File: config.mk
export PLATFORM = sky130hd
export DESIGN_NAME = uart_tx_scheduler
export DESIGN_NICKNAME = d
export VERILOG_FILES = /design/src/rtl/uart_tx_scheduler.sv
export SDC_FILE = /design/constraint.sdc
export NUM_CORES = 1
export LEC_CHECK = 0
export CORE_UTILIZATION = 48
export DETAILED_ROUTE_END_ITERATION = 12
export PLACE_DENSITY = 0.85
export SYNTH_ARGS = -nofsm -noshare
export SYNTH_HDL_FRONTEND = slang
export SYNTH_SLANG_ARGS = --single-unit
File: constraint.sdc
create_clock -name clk -period 5.6 [get_ports clk]
set_input_delay 1.4 -clock clk [delete_from_list [all_inputs] [get_ports clk]]
set_output_delay 1.4 -clock clk [all_outputs]
set_load 0.03 [all_outputs]
File: src/rtl/uart_tx_scheduler.sv
// Round-robin scheduler sharing one UART transmitter core between NUM_REQ byte requesters.
// Optional macro UART_TX_SCHED_SRC_HDR_EN sends a {4'hA,1'b0,src[2:0]} header frame before each byte.
module uart_tx_scheduler #(
  parameter int NUM_REQ = 4,
  parameter int IDX_W   = 2,
  parameter int CNT_W   = 16
) (
  input  logic                 clk,
  input  logic                 reset_n,
  input  logic [NUM_REQ-1:0]   req,
  input  logic [NUM_REQ*8-1:0] req_data,
  output logic [NUM_REQ-1:0]   req_ack,
  output logic [7:0]           tx_data,
  output logic                 tx_start,
  input  logic                 tx_busy,
  output logic [IDX_W-1:0]     active_src,
  output logic                 sched_busy,
  output logic [CNT_W-1:0]     frame_count
);

`ifdef UART_TX_SCHED_SRC_HDR_EN
  typedef enum logic [2:0] {
    IDLE        = 3'd0,
    GRANT       = 3'd1,
    START       = 3'd2,
    WAIT_HI     = 3'd3,
    WAIT_LO     = 3'd4,
    HDR_START   = 3'd5,
    HDR_WAIT_HI = 3'd6,
    HDR_WAIT_LO = 3'd7
  } state_t;

  logic [7:0] payload_r;

  function automatic logic [7:0] src_header(input logic [IDX_W-1:0] src);
    return {4'hA, 1'b0, 3'(src)};
  endfunction
`else
  typedef enum logic [2:0] {
    IDLE    = 3'd0,
    GRANT   = 3'd1,
    START   = 3'd2,
    WAIT_HI = 3'd3,
    WAIT_LO = 3'd4
  } state_t;
`endif

  state_t             state_r;
  state_t             next_s;
  logic [IDX_W-1:0]   ptr_r;
  logic [IDX_W-1:0]   winner_s;
  logic [IDX_W-1:0]   idx_s;
  logic               found_s;
  logic [1:0]         timer_r;
  logic               timeout_s;
  logic               start_next_s;
  logic               wait_hi_s;
  logic               frame_done_s;
  logic [7:0]         grant_byte_s;
  logic [NUM_REQ-1:0] ack_s;

  // Rotating search: scanning from the far end down lets the nearest requester after ptr win.
  always_comb begin
    winner_s = '0;
    idx_s    = '0;
    for (int k = NUM_REQ; k >= 1; k--) begin
      idx_s = IDX_W'((int'(ptr_r) + k) % NUM_REQ);
      if (req[idx_s]) begin
        winner_s = idx_s;
      end else begin
        winner_s = winner_s;
      end
    end
    found_s      = |req;
    grant_byte_s = req_data[{winner_s, 3'b000} +: 8];
    ack_s           = '0;
    ack_s[winner_s] = 1'b1;
  end

  assign timeout_s = (timer_r == 2'd3);

  // Next-state selection plus the decoded strobes used by the registered outputs.
  always_comb begin
    next_s       = state_r;
    start_next_s = 1'b0;
    wait_hi_s    = 1'b0;
    frame_done_s = 1'b0;
    case (state_r)
      IDLE: begin
        if (found_s && !tx_busy) next_s = GRANT;
        else                     next_s = IDLE;
      end
      GRANT: begin
`ifdef UART_TX_SCHED_SRC_HDR_EN
        if (found_s) next_s = HDR_START;
`else
        if (found_s) next_s = START;
`endif
        else         next_s = IDLE;
      end
      START: next_s = WAIT_HI;
      WAIT_HI: begin
        wait_hi_s = 1'b1;
        if (tx_busy)        next_s = WAIT_LO;
        else if (timeout_s) next_s = START;
        else                next_s = WAIT_HI;
      end
      WAIT_LO: begin
        if (!tx_busy) begin
          next_s       = IDLE;
          frame_done_s = 1'b1;
        end else begin
          next_s = WAIT_LO;
        end
      end
`ifdef UART_TX_SCHED_SRC_HDR_EN
      HDR_START: next_s = HDR_WAIT_HI;
      HDR_WAIT_HI: begin
        wait_hi_s = 1'b1;
        if (tx_busy)        next_s = HDR_WAIT_LO;
        else if (timeout_s) next_s = HDR_START;
        else                next_s = HDR_WAIT_HI;
      end
      HDR_WAIT_LO: begin
        if (!tx_busy) begin
          next_s       = START;
          frame_done_s = 1'b1;
        end else begin
          next_s = HDR_WAIT_LO;
        end
      end
`endif
      default: next_s = IDLE;
    endcase
`ifdef UART_TX_SCHED_SRC_HDR_EN
    start_next_s = (next_s == START) || (next_s == HDR_START);
`else
    start_next_s = (next_s == START);
`endif
  end

  // State register.
  always_ff @(posedge clk or negedge reset_n) begin
    if (!reset_n) state_r <= IDLE;
    else          state_r <= next_s;
  end

  // Registered outputs, grant latching, retry timer and frame counter.
  always_ff @(posedge clk or negedge reset_n) begin
    if (!reset_n) begin
      ptr_r       <= IDX_W'(NUM_REQ - 1);
      timer_r     <= 2'd0;
      req_ack     <= '0;
      tx_data     <= 8'h00;
      tx_start    <= 1'b0;
      active_src  <= '0;
      sched_busy  <= 1'b0;
      frame_count <= '0;
`ifdef UART_TX_SCHED_SRC_HDR_EN
      payload_r   <= 8'h00;
`endif
    end else begin
      tx_start   <= start_next_s;
      sched_busy <= (next_s != IDLE);
      if (wait_hi_s) timer_r <= timer_r + 2'd1;
      else           timer_r <= 2'd0;
      if (state_r == GRANT && found_s) begin
        req_ack    <= ack_s;
        ptr_r      <= winner_s;
        active_src <= winner_s;
`ifdef UART_TX_SCHED_SRC_HDR_EN
        payload_r  <= grant_byte_s;
        tx_data    <= src_header(winner_s);
`else
        tx_data    <= grant_byte_s;
`endif
      end else begin
        req_ack <= '0;
      end
`ifdef UART_TX_SCHED_SRC_HDR_EN
      // Header done: expose the held payload for the second pass.
      if (state_r == HDR_WAIT_LO && !tx_busy) tx_data <= payload_r;
`endif
      if (frame_done_s) frame_count <= frame_count + CNT_W'(1);
    end
  end

endmodule

==> flow_summary.toml, run 1 <==
[status]
status = "completed"

[routing]
drc = 0
wl_met2_um = 2151
vias_per_cell = 5.365
drt_first_pass_iters = 4
vias = 1663
top_layer = "met4"
drt-wirelength-per-cell_um = 13.69
dr_wl_met3_um = 263
antenna_left = 0
routed_wl_um = 4243
wl_met1_um = 1780
drtIter0Drc = 108

[placed_design]
place_ws_ps = 1956
io_buffers = 70
dpl.hpwl_um = 3163
gp_congestion = 0.8227

[finish]
fillers = 274
diodes = 0
layout-drive-gt1-share_pct = 10.69
seq_area_um2 = 978.4
nets = 303
syn_to_final_growth_pct = 40.53
multi_input_area_um2 = 948.4

[worst_setup_path]
cp-end-kind = "flop"
rrSetupSlack_ps = 3360
cp.required_ps = 5810
critPathArrivalTime_ps = 3550
crit_type = "in2reg"
reg2reg_from = "ptr_r[1]"
critPathMaxFanout = 13
rr_worst_depth = 6
r2r-end = "tx_data[4]"
cp-start-kind = "primary input"

[floorplan]
core-area_um2 = 3799
die_area_um2 = 4390
die_y_um = 66.26
initial_core_util_pct = 52.17
die-width_um = 66.26
io_pins = 71
rows = 22

[synthesis]
netlist_area_um2 = 1982
yosys.cell_types.count = 34
yosys.area.top_type = "dfrtp_1"
yosys-top-cells-count = "dfrtp_1 (37), nand2_1 (24), nand3_1 (20), nor2_1 (19), xnor2_1 (10)"
synth_edf_count = 0
async_flop_share_pct = 100.0
synth-seq-cells = 39
syn_nets = 233
ys_seq_area_share_pct = 49.37
synth_warnings = 0
syn_inst = 192
postSynthAreaPerCell_um2 = 10.32
ys_top_cells_by_area = "dfrtp_1 (47%), mux2_2 (5.1%), nand3_1 (5.1%)"
yosysMostFrequentCell = "dfrtp_1"
synthFlopType = "dfrtp_1"
synth_top_cell_area_share_pct = 46.72

[clock_tree]
numCtsBuffers = 5
clk_path_buf_depth = 2
h-tree-depth = 2
hold_buffers = 0
clkLatencyLatePin_ps = 290
post_cts_resized = 0
cts-root-buf = "clkbuf_8"
clock-sinks = 39
postCtsSetupBuffers = 0
clk_pin_slew_ps = 70
tritoncts = "done"

[hold_path]
worst_hold_path_type = "reg2reg"
hold_path_depth = 1
worstHoldEndpoint = "timer_r[0]"
hp-start = "timer_r[0]"

[grt]
overflow = 0
antenna_found_initial = 0
grt_usage_pct = 21.18
grt_pass1_wl_um = 6941
grt_pass1_vias = 1550
grt_max_degree = 40

[sta]
layout_setup_ws_ps = 2256
rsz0062_at_grt = "no"
finalCritPeriodShare_pct = 59.71
final_hold_viol_count = 0
fmax_mhz = 299.1
finalSetupViolCount = 0
fin_hold_ws_ps = 449.9
fin_crit_ps = 3344
finalSetupTns_ps = 0
fin_skew_ps = 3.467
drv_slew = 0
maxSlewHeadroom_pct = 44.58
tightest_slew_ps = 831.4

[power_and_ir_drop]
p_leak_uw = 0.001185
p_per_area_nw_per_um2 = 416.6
vdd_drop_max_v = 0.0002739
total_power_uw = 1160

[job]
cap_viol_max_count = 0
==> flip-flops by register name, indices dropped and copies added (netlist names) <==
register	cells
ptr_r	2
frame_count	16
timer_r	2
sched_busy	1
active_src	2
req_ack	4
state_r	3
tx_start	1
tx_data	8
==> layer usage <==
| layer | vias up | global-route usage (%) |
|---|---|---|
| li1 | 801 | - |
| met1 | 799 | 26.75 |
| met2 | 58 | 34.95 |
| met3 | 5 | 5.000 |
| met4 | 0 | 7.979 |
| met5 | - | 0 |
==> cell type report <==
cell class / count / area share [%]
Multi-Input combinational cell: 141 / 34.05
Timing Repair Buffer: 72 / 25.52
Tap cell: 48 / 2.156
Inverter: 3 / 0.4043
Clock buffer: 7 / 2.740
Sequential cell: 39 / 35.13
==> worst max-delay path, stage by stage <==
cell	delay [ps]
clkdlybuf4s50_1	530
nor2b_1	190
a21oi_1	60
o221ai_2	620
buf_4	310
mux2_2	350
o211ai_1	80
==> kinds of logic (layout without fill, tap and decap cells) <==
| family | after synthesis | after routing | synth area share, % |
|---|---|---|---|
| and+or+nand+nor | 87 | 87 | 22.66 |
| muxes | 18 | 18 | 9.659 |
| adders and majority gates | 2 | 2 | 1.262 |
| DFF | 39 | 39 | 49.37 |
| xor gates and xnor gates | 15 | 15 | 7.007 |
| AOI/OAI and AO/OA | 19 | 19 | 6.692 |
| buffers and inverters | 12 | 82 | 3.346 |
==> where the power goes <==
part           internal [uW]  leakage (uW)  switching (uW)
combinational            238      0.000645             305
clock                   85.6     0.0000383            90.2
sequential               366      0.000502            76.0
total                    689       0.00119             471
==> how the worst max path moves through the flow <==
| stage | startpoint | cells past startpoint | end | slack (ps) |
|---|---|---|---|---|
| 2_1_floorplan | req[0] | 7 | tx_data[0] | 2910 |
| 3_3_place_gp | req[3] | 7 | tx_data[6] | 2010 |
| 3_5_place_dp | req[3] | 7 | tx_data[4] | 1960 |
| 4_1_cts | req[3] | 7 | tx_data[4] | 2260 |
| 5_1_grt | req[3] | 7 | tx_data[6] | 2170 |
| 6_report | req[3] | 7 | tx_data[4] | 2260 |
==> cells in the final DEF, fill, tap and decap left out, drive strengths merged, types with 4 or more instances in the layout <==
cell           instances
clkdlybuf4s50         69
nand2                 24
and3                   5
nand2b                 5
a21oi                  5
nand3                 20
dfrtp                 37
nand4                  4
mux2                   9
xnor2                 11
o211ai                 8
xor2                   4
mux2i                  9
clkbuf                 7
nor2                  19
==> metrics by stage <==
stage / instances / area [um2] / util, %
final: 310 / 2785 / 73.32
after CTS: 310 / 2785 / 73.32
after detailed placement: 303 / 2709 / 71.31
after global routing: 310 / 2785 / 73.32
after global placement: 303 / 2709 / 71.31
after floorplan: 192 / 1982 / -
Power figures use the tool's default switching activity.
==> run 2: changes to the inputs <==
Settings changed: CORE_UTILIZATION 48 to 45, PLACE_DENSITY 0.85 to 0.8.
Clock period 5.6 ns to 3.49 ns, I/O delays scaled along.
==> run 2 against run 1 <==
Combinational power increased by 62%. Largest cell class unchanged. Critical path type unchanged. Critical endpoint is now tx_data[3]. Clock skew about the same. Clock-buffer cell count down 1.
==> flow_summary.toml, run 2 (synthesis gave the netlist of run 1 again) <==
[hold_path]
worst_hold_path_type = "reg2reg"
hold_path_depth = 1

[finish]
multi_input_area_um2 = 948.4
top_regs = "frame_count (16), tx_data (8), req_ack (4)"
final_cell_mix = "clkdlybuf4s50_1 (69), dfrtp_1 (37), nand2_1 (24), nand3_1 (20), nor2_1 (19)"
final-instance-count-excl-fill = 314
fillers = 317
layout-drive-gt1-share_pct = 12.12
syn_to_final_growth_pct = 43.12
design_area_um2 = 2836
largest_reg_flops = 16
seq_area_um2 = 978.4
nets = 304
max_flop_register = "frame_count"
final_common_cell = "clkdlybuf4s50_1"
diodes = 0

[placed_design]
gp_congestion = 0.8130
dpl.cell_count = 306
place_ws_ps = 597.2
io_buffers = 70
post_dp_cell_area_um2 = 2719
dpl.hpwl_um = 3212

[worst_setup_path]
cp_slowest_cell = "nor4_1"
crit_type = "in2reg"
cp-start-kind = "primary input"
rrSetupSlack_ps = 1540
crit_path_max_incr_delay_ps = 640
cp.required_ps = 3640
cp-end-kind = "flop"
critPathArrivalTime_ps = 2760
rr_worst_depth = 6
crit_path_cell_trace = "clkdlybuf4s50_1 > nor4_1 > nor3_2 > nand2b_1 > o211ai_1"
critPathMaxFanout = 10

[grt]
grt_pass1_wl_um = 7231
grt_pass1_vias = 1609
grt_usage_pct = 21.31
antenna_found_initial = 0
grt_max_degree = 40
overflow = 0

[sta]
fmax_mhz = 382.9
final_hold_viol_count = 0
fin_skew_ps = 3.299
drv_slew = 0
layout_setup_ws_ps = 878.2
tightest_slew_ps = 839.4
finalSetupViolCount = 0
rsz0062_at_grt = "no"
finalCritPeriodShare_pct = 74.84
fin_crit_ps = 2612
maxSlewHeadroom_pct = 44.04
finalSetupTns_ps = 0

[clock_tree]
h-tree-depth = 2
numCtsBuffers = 5
cts-root-buf = "clkbuf_8"
clk_pin_slew_ps = 80
post_cts_resized = 0
hold_buffers = 0
postCtsSetupBuffers = 0
tritoncts = "done"
clock-sinks = 39
clk_path_buf_depth = 2
clkLatencyLatePin_ps = 290

[routing]
vias_per_cell = 5.363
drtIter0Drc = 100
vias = 1684
drt_first_pass_iters = 4
routed_wl_um = 4416
antenna_left = 0
drc = 0
drt-wirelength-per-cell_um = 14.06

[status]
status = "completed"

[floorplan]
initial_core_util_pct = 48.16
die-width_um = 68.37
rows = 23
io_pins = 71
die_area_um2 = 4674
core-area_um2 = 4115
die_y_um = 68.37

[job]
cap_viol_max_count = 0

[power_and_ir_drop]
vdd_drop_max_v = 0.0004357
p_leak_uw = 0.001213
p_per_area_nw_per_um2 = 700.0
==> run 2: report_power, final <==
part           internal (uW)  switching (uW)  total (uW)
clock                    231             162         393
sequential               586             127         713
combinational            387             492         879
total                   1200             781        1990
==> run 2: metal layers <==
metal	routed length [um]	global-route usage (%)
met4	55	4.948
met1	1897	26.66
met2	2170	35.66
met5	0	0
met3	293	6.667
==> run 2: through the flow <==
stage	power [uW]	utilization, %	hold WS [ps]
floorplan	1280	-	407.8
global placement	1573	66.07	424.7
detailed placement	1601	66.07	431.0
CTS	1996	68.93	441.6
global route	2108	68.93	475.1
finish	1986	68.93	445.9
==> run 2: worst paths after layout <==
check	startpoint	end
max in group asynchronous	reset_n	tx_data[5]
setup / recovery	req[0]	tx_data[3]
min in group asynchronous	reset_n	frame_count[13]
hold reg to reg	timer_r[0]	timer_r[0]
hold / removal	timer_r[0]	timer_r[0]
setup reg to reg	state_r[2]	tx_data[3]
==> run 2: worst max-delay path: cells and delay by family <==
family / cells / cell delay (ps)
buffers and inverters: 1 / 460
AOI/OAI and AO/OA: 1 / 170
and+or+nand+nor: 3 / 1250
==> run 2: layout make-up <==
class | instances | share of cell area [%]
repair buffers | 73 | 25.32
multi-input cells | 141 | 33.44
inverters | 3 | 0.3970
well taps | 50 | 2.206
clock inverters | 2 | 1.235
flip-flops and latches | 39 | 34.49
clock buffers | 6 | 2.911
